===== config.mk =====
export PLATFORM = sky130hd
export DESIGN_NAME = jtframe_credits_ctrl
export DESIGN_NICKNAME = d
export VERILOG_FILES = /design/src/rtl/jtframe_credits_pkg.sv /design/src/rtl/jtframe_frame_debounce.sv /design/src/rtl/jtframe_credits_ctrl.sv
export SDC_FILE = /design/constraint.sdc
export NUM_CORES = 1
export LEC_CHECK = 0
export BUFFER_PORTS_ARGS = -buffer_cell sky130_fd_sc_hd__buf_2
export CAP_MARGIN = 15
export CORE_MARGIN = 10
export CORE_UTILIZATION = 42
export CTS_CLUSTER_DIAMETER = 40
export CTS_CLUSTER_SIZE = 10
export DETAILED_ROUTE_END_ITERATION = 12
export SLEW_MARGIN = 10
export SYNTH_ARGS = -nofsm -noshare
export SYNTH_HDL_FRONTEND = slang
export SYNTH_HIERARCHICAL = 1
export SYNTH_SLANG_ARGS = --single-unit

===== constraint.sdc =====
create_clock -name clk -period 1.8 [get_ports clk]
set_input_delay 0.09 -clock clk [delete_from_list [all_inputs] [get_ports clk]]
set_output_delay 0.09 -clock clk [all_outputs]
set_load 0.01 [all_outputs]

===== src/rtl/jtframe_credits_pkg.sv =====
// Shared constants for the credits/pause overlay controller: state encoding and default frame counts.
package jtframe_credits_pkg;

  localparam logic [1:0] ST_IDLE   = 2'd0;
  localparam logic [1:0] ST_ARM    = 2'd1;
  localparam logic [1:0] ST_SHOW   = 2'd2;
  localparam logic [1:0] ST_HIDDEN = 2'd3;

  localparam int DEF_HOLD_FRAMES = 30;
  localparam int DEF_HIDE_FRAMES = 1800;

endpackage


===== src/rtl/jtframe_frame_debounce.sv =====
// Per-frame button debouncer: stable flips after 2**DEBW-1 consecutive differing ticks.
// Latency 2**DEBW-1 ticks; no backpressure, samples only on tick.
module jtframe_frame_debounce #(
  parameter int DEBW = 2
)(
  input  logic clk,
  input  logic rst_n,
  input  logic tick,
  input  logic raw,
  output logic stable
);

  logic [DEBW-1:0] r_cnt;
  logic [DEBW-1:0] w_inc;
  logic            r_stable;

  assign w_inc  = r_cnt + 1'b1;
  assign stable = r_stable;

  always_ff @(posedge clk or negedge rst_n) begin
    if (!rst_n) begin
      r_cnt    <= '0;
      r_stable <= 1'b0;
    end else if (tick) begin
      if (raw == r_stable) begin
        r_cnt <= '0;
      end else if (&w_inc) begin
        r_stable <= ~r_stable;
        r_cnt    <= '0;
      end else begin
        r_cnt <= w_inc;
      end
    end
  end

endmodule


===== src/rtl/jtframe_credits_ctrl.sv =====
// Credits/pause overlay front-end: per-frame FSM driving enable/toggle/fast_scroll/rotate; outputs 1 clk after tick.
// No backpressure. JTFRAME_CREDITS_AUTOHIDE_EN adds an inactivity auto-hide in SHOW.
module jtframe_credits_ctrl
  import jtframe_credits_pkg::*;
#(
  parameter logic BLKPOL      = 1'b1,
  parameter int   DEBW        = 2,
  parameter int   HOLD_FRAMES = DEF_HOLD_FRAMES,
  parameter int   HIDE_FRAMES = DEF_HIDE_FRAMES
)(
  input  logic       clk,
  input  logic       rst_n,
  input  logic       pxl_cen,
  input  logic       VB,
  input  logic       pause_req,
  input  logic       btn_toggle,
  input  logic       btn_down,
  input  logic [1:0] rot_cfg,
  output logic       enable,
  output logic       toggle,
  output logic       fast_scroll,
  output logic [1:0] rotate
);

  localparam int HW = $clog2(HOLD_FRAMES + 1);

  logic          r_last_vb, w_vb, w_tick;
  logic          w_tog_stb, w_dn_stb, r_tog_last, w_press, w_timeout;
  logic [1:0]    r_state, w_nxt;
  logic          w_issue, r_hidden;
  logic          r_enable, r_toggle, r_fast;
  logic [1:0]    r_rotate;
  logic [HW-1:0] r_hold, w_hold_nxt;

  assign w_vb   = (VB == BLKPOL);
  assign w_tick = pxl_cen & w_vb & ~r_last_vb;

  always_ff @(posedge clk or negedge rst_n) begin
    if (!rst_n)       r_last_vb <= 1'b0;
    else if (pxl_cen) r_last_vb <= w_vb;
  end

  jtframe_frame_debounce #(.DEBW(DEBW)) u_deb_toggle (
    .clk(clk), .rst_n(rst_n), .tick(w_tick), .raw(btn_toggle), .stable(w_tog_stb)
  );

  jtframe_frame_debounce #(.DEBW(DEBW)) u_deb_down (
    .clk(clk), .rst_n(rst_n), .tick(w_tick), .raw(btn_down), .stable(w_dn_stb)
  );

  // r_tog_last advances every tick, so an edge arriving during ARM is consumed there.
  assign w_press = w_tog_stb & ~r_tog_last;

`ifdef JTFRAME_CREDITS_AUTOHIDE_EN
  localparam int IW = $clog2(HIDE_FRAMES + 1);
  logic [IW-1:0] r_idle;
  logic          r_dn_last, w_btn_chg;

  assign w_btn_chg = (w_tog_stb != r_tog_last) | (w_dn_stb != r_dn_last);
  assign w_timeout = (r_state == ST_SHOW) & ~w_btn_chg & (r_idle == IW'(HIDE_FRAMES - 1));

  always_ff @(posedge clk or negedge rst_n) begin
    if (!rst_n) begin
      r_idle    <= '0;
      r_dn_last <= 1'b0;
    end else if (w_tick) begin
      r_dn_last <= w_dn_stb;
      if (r_state == ST_SHOW && pause_req && !w_btn_chg && !w_timeout) r_idle <= r_idle + 1'b1;
      else                                                             r_idle <= '0;
    end
  end
`else
  logic w_unused_hide;
  assign w_unused_hide = ^HIDE_FRAMES;
  assign w_timeout     = 1'b0;
`endif

  always_comb begin
    w_nxt   = r_state;
    w_issue = 1'b0;
    if (!pause_req) begin
      w_nxt = ST_IDLE;
    end else begin
      case (r_state)
        ST_IDLE: w_nxt = ST_ARM;
        ST_ARM: begin
          w_issue = r_hidden;
          w_nxt   = ST_SHOW;
        end
        ST_SHOW: if (w_press | w_timeout) begin
          w_issue = 1'b1;
          w_nxt   = ST_HIDDEN;
        end
        default: if (w_press) begin
          w_issue = 1'b1;
          w_nxt   = ST_SHOW;
        end
      endcase
    end
  end

  always_comb begin
    w_hold_nxt = '0;
    if (w_dn_stb && r_state == ST_SHOW)
      w_hold_nxt = (r_hold == HW'(HOLD_FRAMES)) ? r_hold : r_hold + 1'b1;
  end

  always_ff @(posedge clk or negedge rst_n) begin
    if (!rst_n) begin
      r_state    <= ST_IDLE;
      r_hidden   <= 1'b0;
      r_tog_last <= 1'b0;
      r_enable   <= 1'b0;
      r_toggle   <= 1'b0;
      r_fast     <= 1'b0;
      r_hold     <= '0;
      r_rotate   <= 2'b00;
    end else if (w_tick) begin
      r_state    <= w_nxt;
      r_enable   <= (w_nxt != ST_IDLE);
      r_toggle   <= w_issue;
      r_hidden   <= r_hidden ^ w_issue;
      r_tog_last <= w_tog_stb;
      r_hold     <= w_hold_nxt;
      r_fast     <= (w_hold_nxt == HW'(HOLD_FRAMES));
      if (r_state == ST_IDLE && !pause_req) r_rotate <= rot_cfg;
    end else if (!pause_req) begin
      // Leaving pause truncates a pulse in flight rather than waiting for the next frame.
      r_toggle <= 1'b0;
    end
  end

  assign enable      = r_enable;
  assign toggle      = r_toggle;
  assign fast_scroll = r_fast;
  assign rotate      = r_rotate;

endmodule

# ---- After elaboration in Yosys (flattened, before gate mapping)
# Cells that the tools add are included.
dict set report word_totals {
  reg_bits 21
  in_bits 9
  out_inout_bits 5
  wordCells 58
}
dict set report classes {
  add_sub_neg 3
  eq_ne 7
  muxes 15
  n_bitwise 10
  reduce_logical 10
}
# op n
set op_table {}
lappend op_table {{2-bit two-way mux} 7}
lappend op_table {{5-bit == test, second input constant} 2}
lappend op_table {{5-bit two-way mux} 2}
lappend op_table {{4-bit AND reduction} 2}
lappend op_table {{1-bit inverter} 6}
lappend op_table {{2-bit case mux with 3 select lines} 1}
lappend op_table {{2-bit AND reduction} 3}
lappend op_table {{5-bit by 1-bit adder with 5-bit output, second input constant} 1}
lappend op_table {{2-bit by 1-bit adder with 2-bit output, second input constant} 2}
lappend op_table {{1-bit two-way mux} 4}
lappend op_table {{1-bit bitwise AND} 3}
lappend op_table {{1-bit == test} 2}
lappend op_table {{2-bit by 1-bit == test with 1-bit output, second input constant} 1}
lappend op_table {{2-bit == test, second input constant} 1}
lappend op_table {{1-bit logical AND} 2}
lappend op_table {{2-bit zero test} 1}
lappend op_table {{2-bit by 1-bit != test with 1-bit output, second input constant} 1}
lappend op_table {{1-bit case mux with 2 select lines} 1}
lappend op_table {{2-bit nonzero test} 1}
lappend op_table {{1-bit zero test} 1}
lappend op_table {{1-bit XOR} 1}

# ---- Longest topological paths before layout
dict set report depth {
  depth_word 6
  ltp_mapped 6
}

# ---- By module
# The synthesis kept the hierarchy.
# module instances cells_per_inst area_per_inst_um2 seq_area_each_um2
set by_module_without_submodules {}
lappend by_module_without_submodules {jtframe_credits_ctrl 1 77 780.7 375.4}
lappend by_module_without_submodules {jtframe_frame_debounce 2 12 138.9 75.1}

# ---- Least setup slack after synthesis
# Ideal clock, no wire load.
dict set report synth_timing {
  path_type {flip-flop to flip-flop}
  start {register r_last_vb}
  end {register u_deb_down.r_cnt[0]}
  setup_ps 82
  t_arrival_ps 1303
  required_ps 1718
  slack_ps 414
  stages_incl_launch_ff 6
  path_buffers 1
  period_less_slack_ps 1386
  path_cell_list {dfrtp_1 -> nand3b_4 -> inv_2 -> buf_2 -> or3b_1 -> o22ai_1}
}
dict set report synth_via {
  elab_chain_cells 2
}
# item line_no
set synth_lines {}
lappend synth_lines {{start, declared} jtframe_credits_ctrl.sv:27} ;# logic r_last_vb, w_vb, w_tick;
lappend synth_lines {{start signal, assigned} jtframe_credits_ctrl.sv:40} ;# else if (pxl_cen) r_last_vb <= w_vb;
lappend synth_lines {{1-bit inverter} jtframe_credits_ctrl.sv:36} ;# assign w_tick = pxl_cen & w_vb & ~r_last_vb;
lappend synth_lines {{1-bit bitwise AND} jtframe_credits_ctrl.sv:36}
lappend synth_lines {{via w_tick} jtframe_credits_ctrl.sv:27}
lappend synth_lines {{end signal, assigned} jtframe_frame_debounce.sv:31} ;# r_cnt <= w_inc;
lappend synth_lines {{end, declared} jtframe_frame_debounce.sv:13} ;# logic [DEBW-1:0] r_cnt;
# The timed path passes the listed nets, and every way through them passes these cells.
# A chain may end at the register's enable or synchronous reset.

# ---- Final worst setup path
dict set report layout_timing {
  start {register r_last_vb}
  end {register r_fast, in the netlist fast_scroll}
}
dict set report layout_via {
  elab_chain_cells 2
}
# item line_no
set layout_lines {}
lappend layout_lines {{1-bit inverter} jtframe_credits_ctrl.sv:36}
lappend layout_lines {{1-bit bitwise AND} jtframe_credits_ctrl.sv:36}
lappend layout_lines {{end signal, assigned} jtframe_credits_ctrl.sv:125} ;# r_fast <= (w_hold_nxt == HW'(HOLD_FRAMES));
lappend layout_lines {{end, declared} jtframe_credits_ctrl.sv:31} ;# logic r_enable, r_toggle, r_fast;
# Every way passes these cells.

==> results.sh <==
export IMPL_status="finished, final reports clean"
export IMPL_cts_max_level=1
export IMPL_clk_latency_ps=310
export IMPL_tns_ps=0
export IMPL_avgSynthCellArea_um2=10.48
export IMPL_rsz0062_at_grt="false"
export IMPL_max_stage_delay_ps=400
export IMPL_synth_edf_count=0
export IMPL_reg2reg_to="fast_scroll"
export IMPL_antenna_found_initial=0
export IMPL_final_min_clock_period_ps=1511
export IMPL_rows=18
export IMPL_power_share_clock_pct=17.2
export IMPL_postSynthCellCount=101
export IMPL_vias=813
export IMPL_p_switching_mw=0.4555
export IMPL_gp_congestion=0.7853
export IMPL_crit_required_ps=2060
export IMPL_grt_pass1_wl_um=3505
export IMPL_drt_iter0_markers=51
export IMPL_synth_warnings=6
export IMPL_synth_area_leaders="dfrtp_1, mux2_2, nand2_1, nand3b_1, o21ai_0"
export IMPL_relSlewSlack_pct=68.50
export IMPL_use_met2_pct=13.90
export IMPL_coreArea_um2=2432
export IMPL_grt_overflow_total=0
export IMPL_path_buf_inv=1
export IMPL_r2r_start="r_last_vb"
export IMPL_crit_path_start="r_last_vb"
export IMPL_die_y_um=70.20
export IMPL_yosysUniqueCellTypes=32
export IMPL_pwr_share_seq_pct=55.7
export IMPL_insertedDiodeCount=0
export IMPL_cp_slowest_cell="dfrtp_1"
export IMPL_cts_buffer_depth=2
export IMPL_numPortBuffers=13
export IMPL_setup_ws_ps=288.8
export IMPL_firstDrtPassIters=4
export IMPL_fin_crit_sh_pct=83.96
export IMPL_cts_resized_gates=0
export IMPL_area_delta_synth_final_pct=13.71
export IMPL_hp_class="in2reg"
export IMPL_ys_ff_latch=21
export IMPL_slew_violations=0
export IMPL_grt_met3_usage_pct=2.684
export IMPL_use_met1_pct=9.158
export IMPL_synth_fp_nets=112
export IMPL_numCtsBuffers=3
export IMPL_nNetsFinal=131
export IMPL_max_cap_violations=0
export IMPL_synth_top_area_share_pct=49.65
export IMPL_finalHoldViolations=0
export IMPL_drt_total_wl_um=1997
export IMPL_clkTransAtPathRegs_ps=120
export IMPL_power_leakage_nw=0.5745
export IMPL_synthTopCellsByCount="dfrtp_1, nand2_1, o21ai_0"
export IMPL_synth_ff_type="dfrtp_1"
export IMPL_power_density_nw_per_um2=1107
export IMPL_total_power_mw=1.332
export IMPL_cp_start_kind="flop"
export IMPL_drc=0
export IMPL_n_fill_cell=227
export IMPL_cts_tree="done"
export IMPL_worst_pin_slew_ps=472.5
export IMPL_final_core_util_pct=49.49
export IMPL_detail_route_antenna_nets=0
export IMPL_avgRoutedWirePerCell_um=13.40
export IMPL_cp_data_arrival_time_ps=1770
export IMPL_combPwrFrac_pct=27.1
export IMPL_drt_vias_per_instance=5.456
export IMPL_finClkSkew_ps=5.137
export IMPL_yosysMostFrequentCell="dfrtp_1"
export IMPL_async_reset_ff_share_pct=100.0
export IMPL_path_cells="nand3b_4 -> inv_2 -> nand4b_4 -> a311oi_1 -> a22o_1"
export IMPL_ff2ff_setup_slack_ps=290
export IMPL_cts_sinks=21
export IMPL_fp_dieW_um=70.20
export IMPL_yosysTopAreaCell="dfrtp_1"
export IMPL_r2r_cells=5
export IMPL_busiest_layer="met2"
export IMPL_pin_count=14
export IMPL_multi_input_area_um2=501.7
export IMPL_crit_end="fast_scroll"
export IMPL_critPathKind="reg2reg"
export IMPL_setup_viol=0
export IMPL_internal_power_mw=0.8769
export IMPL_die_area_um2=4928
export IMPL_crit_family="flip-flops"
export IMPL_max_freq_mhz=661.7
export IMPL_grt_pass1_vias=803
export IMPL_vdd_drop_max_mv=0.7235
export IMPL_track_usage_pct=8.444
export IMPL_end_kind="flop"
export IMPL_hpwl_um=1455
export IMPL_drive_gt1_share_pct=21.85
export IMPL_start_util_pct=43.52
export IMPL_grt_max_degree=22
export IMPL_synth_seq_area_share_pct=49.65
export IMPL_crit_fanout=20
export IMPL_seq_area_um2=525.5
export IMPL_switching_share_pct=34.19
export IMPL_crit_cells=5
export IMPL_pre_cts_ws_ps=292.1
export IMPL_synth_area_um2=1059
export IMPL_clock_root_buffer="clkbuf_4"
[layout by cell type (no fill, tap or decap), types with 3 or more instances in the layout]
| cell | n |
|---|---|
| nand3_1 | 5 |
| nand2_1 | 11 |
| inv_1 | 5 |
| clkbuf_4 | 3 |
| a21oi_1 | 5 |
| o21ai_0 | 7 |
| nor2_1 | 3 |
| buf_2 | 13 |
| nand3b_1 | 5 |
| o22ai_1 | 4 |
| nand2b_1 | 3 |
| dfrtp_1 | 21 |
| mux2_2 | 5 |
[metrics by stage]
| step | hold WS (ps) | cells | cell area, µm² |
|---|---|---|---|
| 2_1_floorplan | -205.6 | 101 | 1059 |
| 3_3_place_gp | 69.50 | 143 | 1156 |
| 3_5_place_dp | 82.04 | 143 | 1156 |
| 4_1_cts | 9.627 | 149 | 1204 |
| 5_1_grt | 2.685 | 149 | 1204 |
| 6_report | 15.48 | 149 | 1204 |
[registers in the layout, indices dropped and copies added, names as in the netlist, 2 cells and up]
register / cells
u_deb_toggle/r_cnt: 2
rotate: 2
r_state: 2
u_deb_down/r_cnt: 2
r_hold: 5
[layout make-up]
| type | instances | area share (%) |
|---|---|---|
| repair buffers | 15 | 7.069 |
| well taps | 30 | 3.119 |
| clock buffers | 3 | 1.871 |
| inverters | 7 | 2.183 |
| clock inverters | 1 | 0.4158 |
| flip-flops and latches | 21 | 43.66 |
| multi-input cells | 72 | 41.68 |
[power by group through the flow]
stage	clock network, mW	registers [mW]	logic, mW
2_1_floorplan	0	0.735	0.258
3_3_place_gp	0	0.746	0.354
3_5_place_dp	0	0.753	0.363
4_1_cts	0.241	0.742	0.369
5_1_grt	0.264	0.768	0.418
6_report	0.229	0.742	0.362
[logic make-up after synthesis]
logic type,after synthesis,share of synthesized area (%)
AND/OR/NAND/NOR,37,21.99
AO/OA/AOI/OAI,25,15.13
flip-flops,21,49.65
buffers and inverters,8,2.955
multiplexers,6,6.264
XOR/XNOR,2,1.655
adder cells (fa/ha/maj),2,2.364
[layer usage]
metal / share of wire, % / up-vias / routed length [µm]
met2: 46 / 25 / 918
met3: 7.9 / 5 / 157
met5: 0 / - / 0
li1: - / 407 / -
met4: 2.5 / 0 / 49
met1: 44 / 376 / 871
[worst min-delay path by stage]
stage,from,slack [ps],endpoint,cells past startpoint
final,rot_cfg[1],20,rotate[1],2
after global routing,rot_cfg[1],3,rotate[1],2
after CTS,rot_cfg[1],10,rotate[1],2
after detailed placement,rst_n,80,r_hold[1],1
after global placement,rst_n,70,r_hold[4],1
after floorplan,rst_n,-210,enable,0
[repair_timing]
action / in CTS / in global routing
setup buffers: 0 / 0
hold endpoints to repair: 22 / 0
hold buffers: 2 / 0
Power figures use the tool's default switching activity.
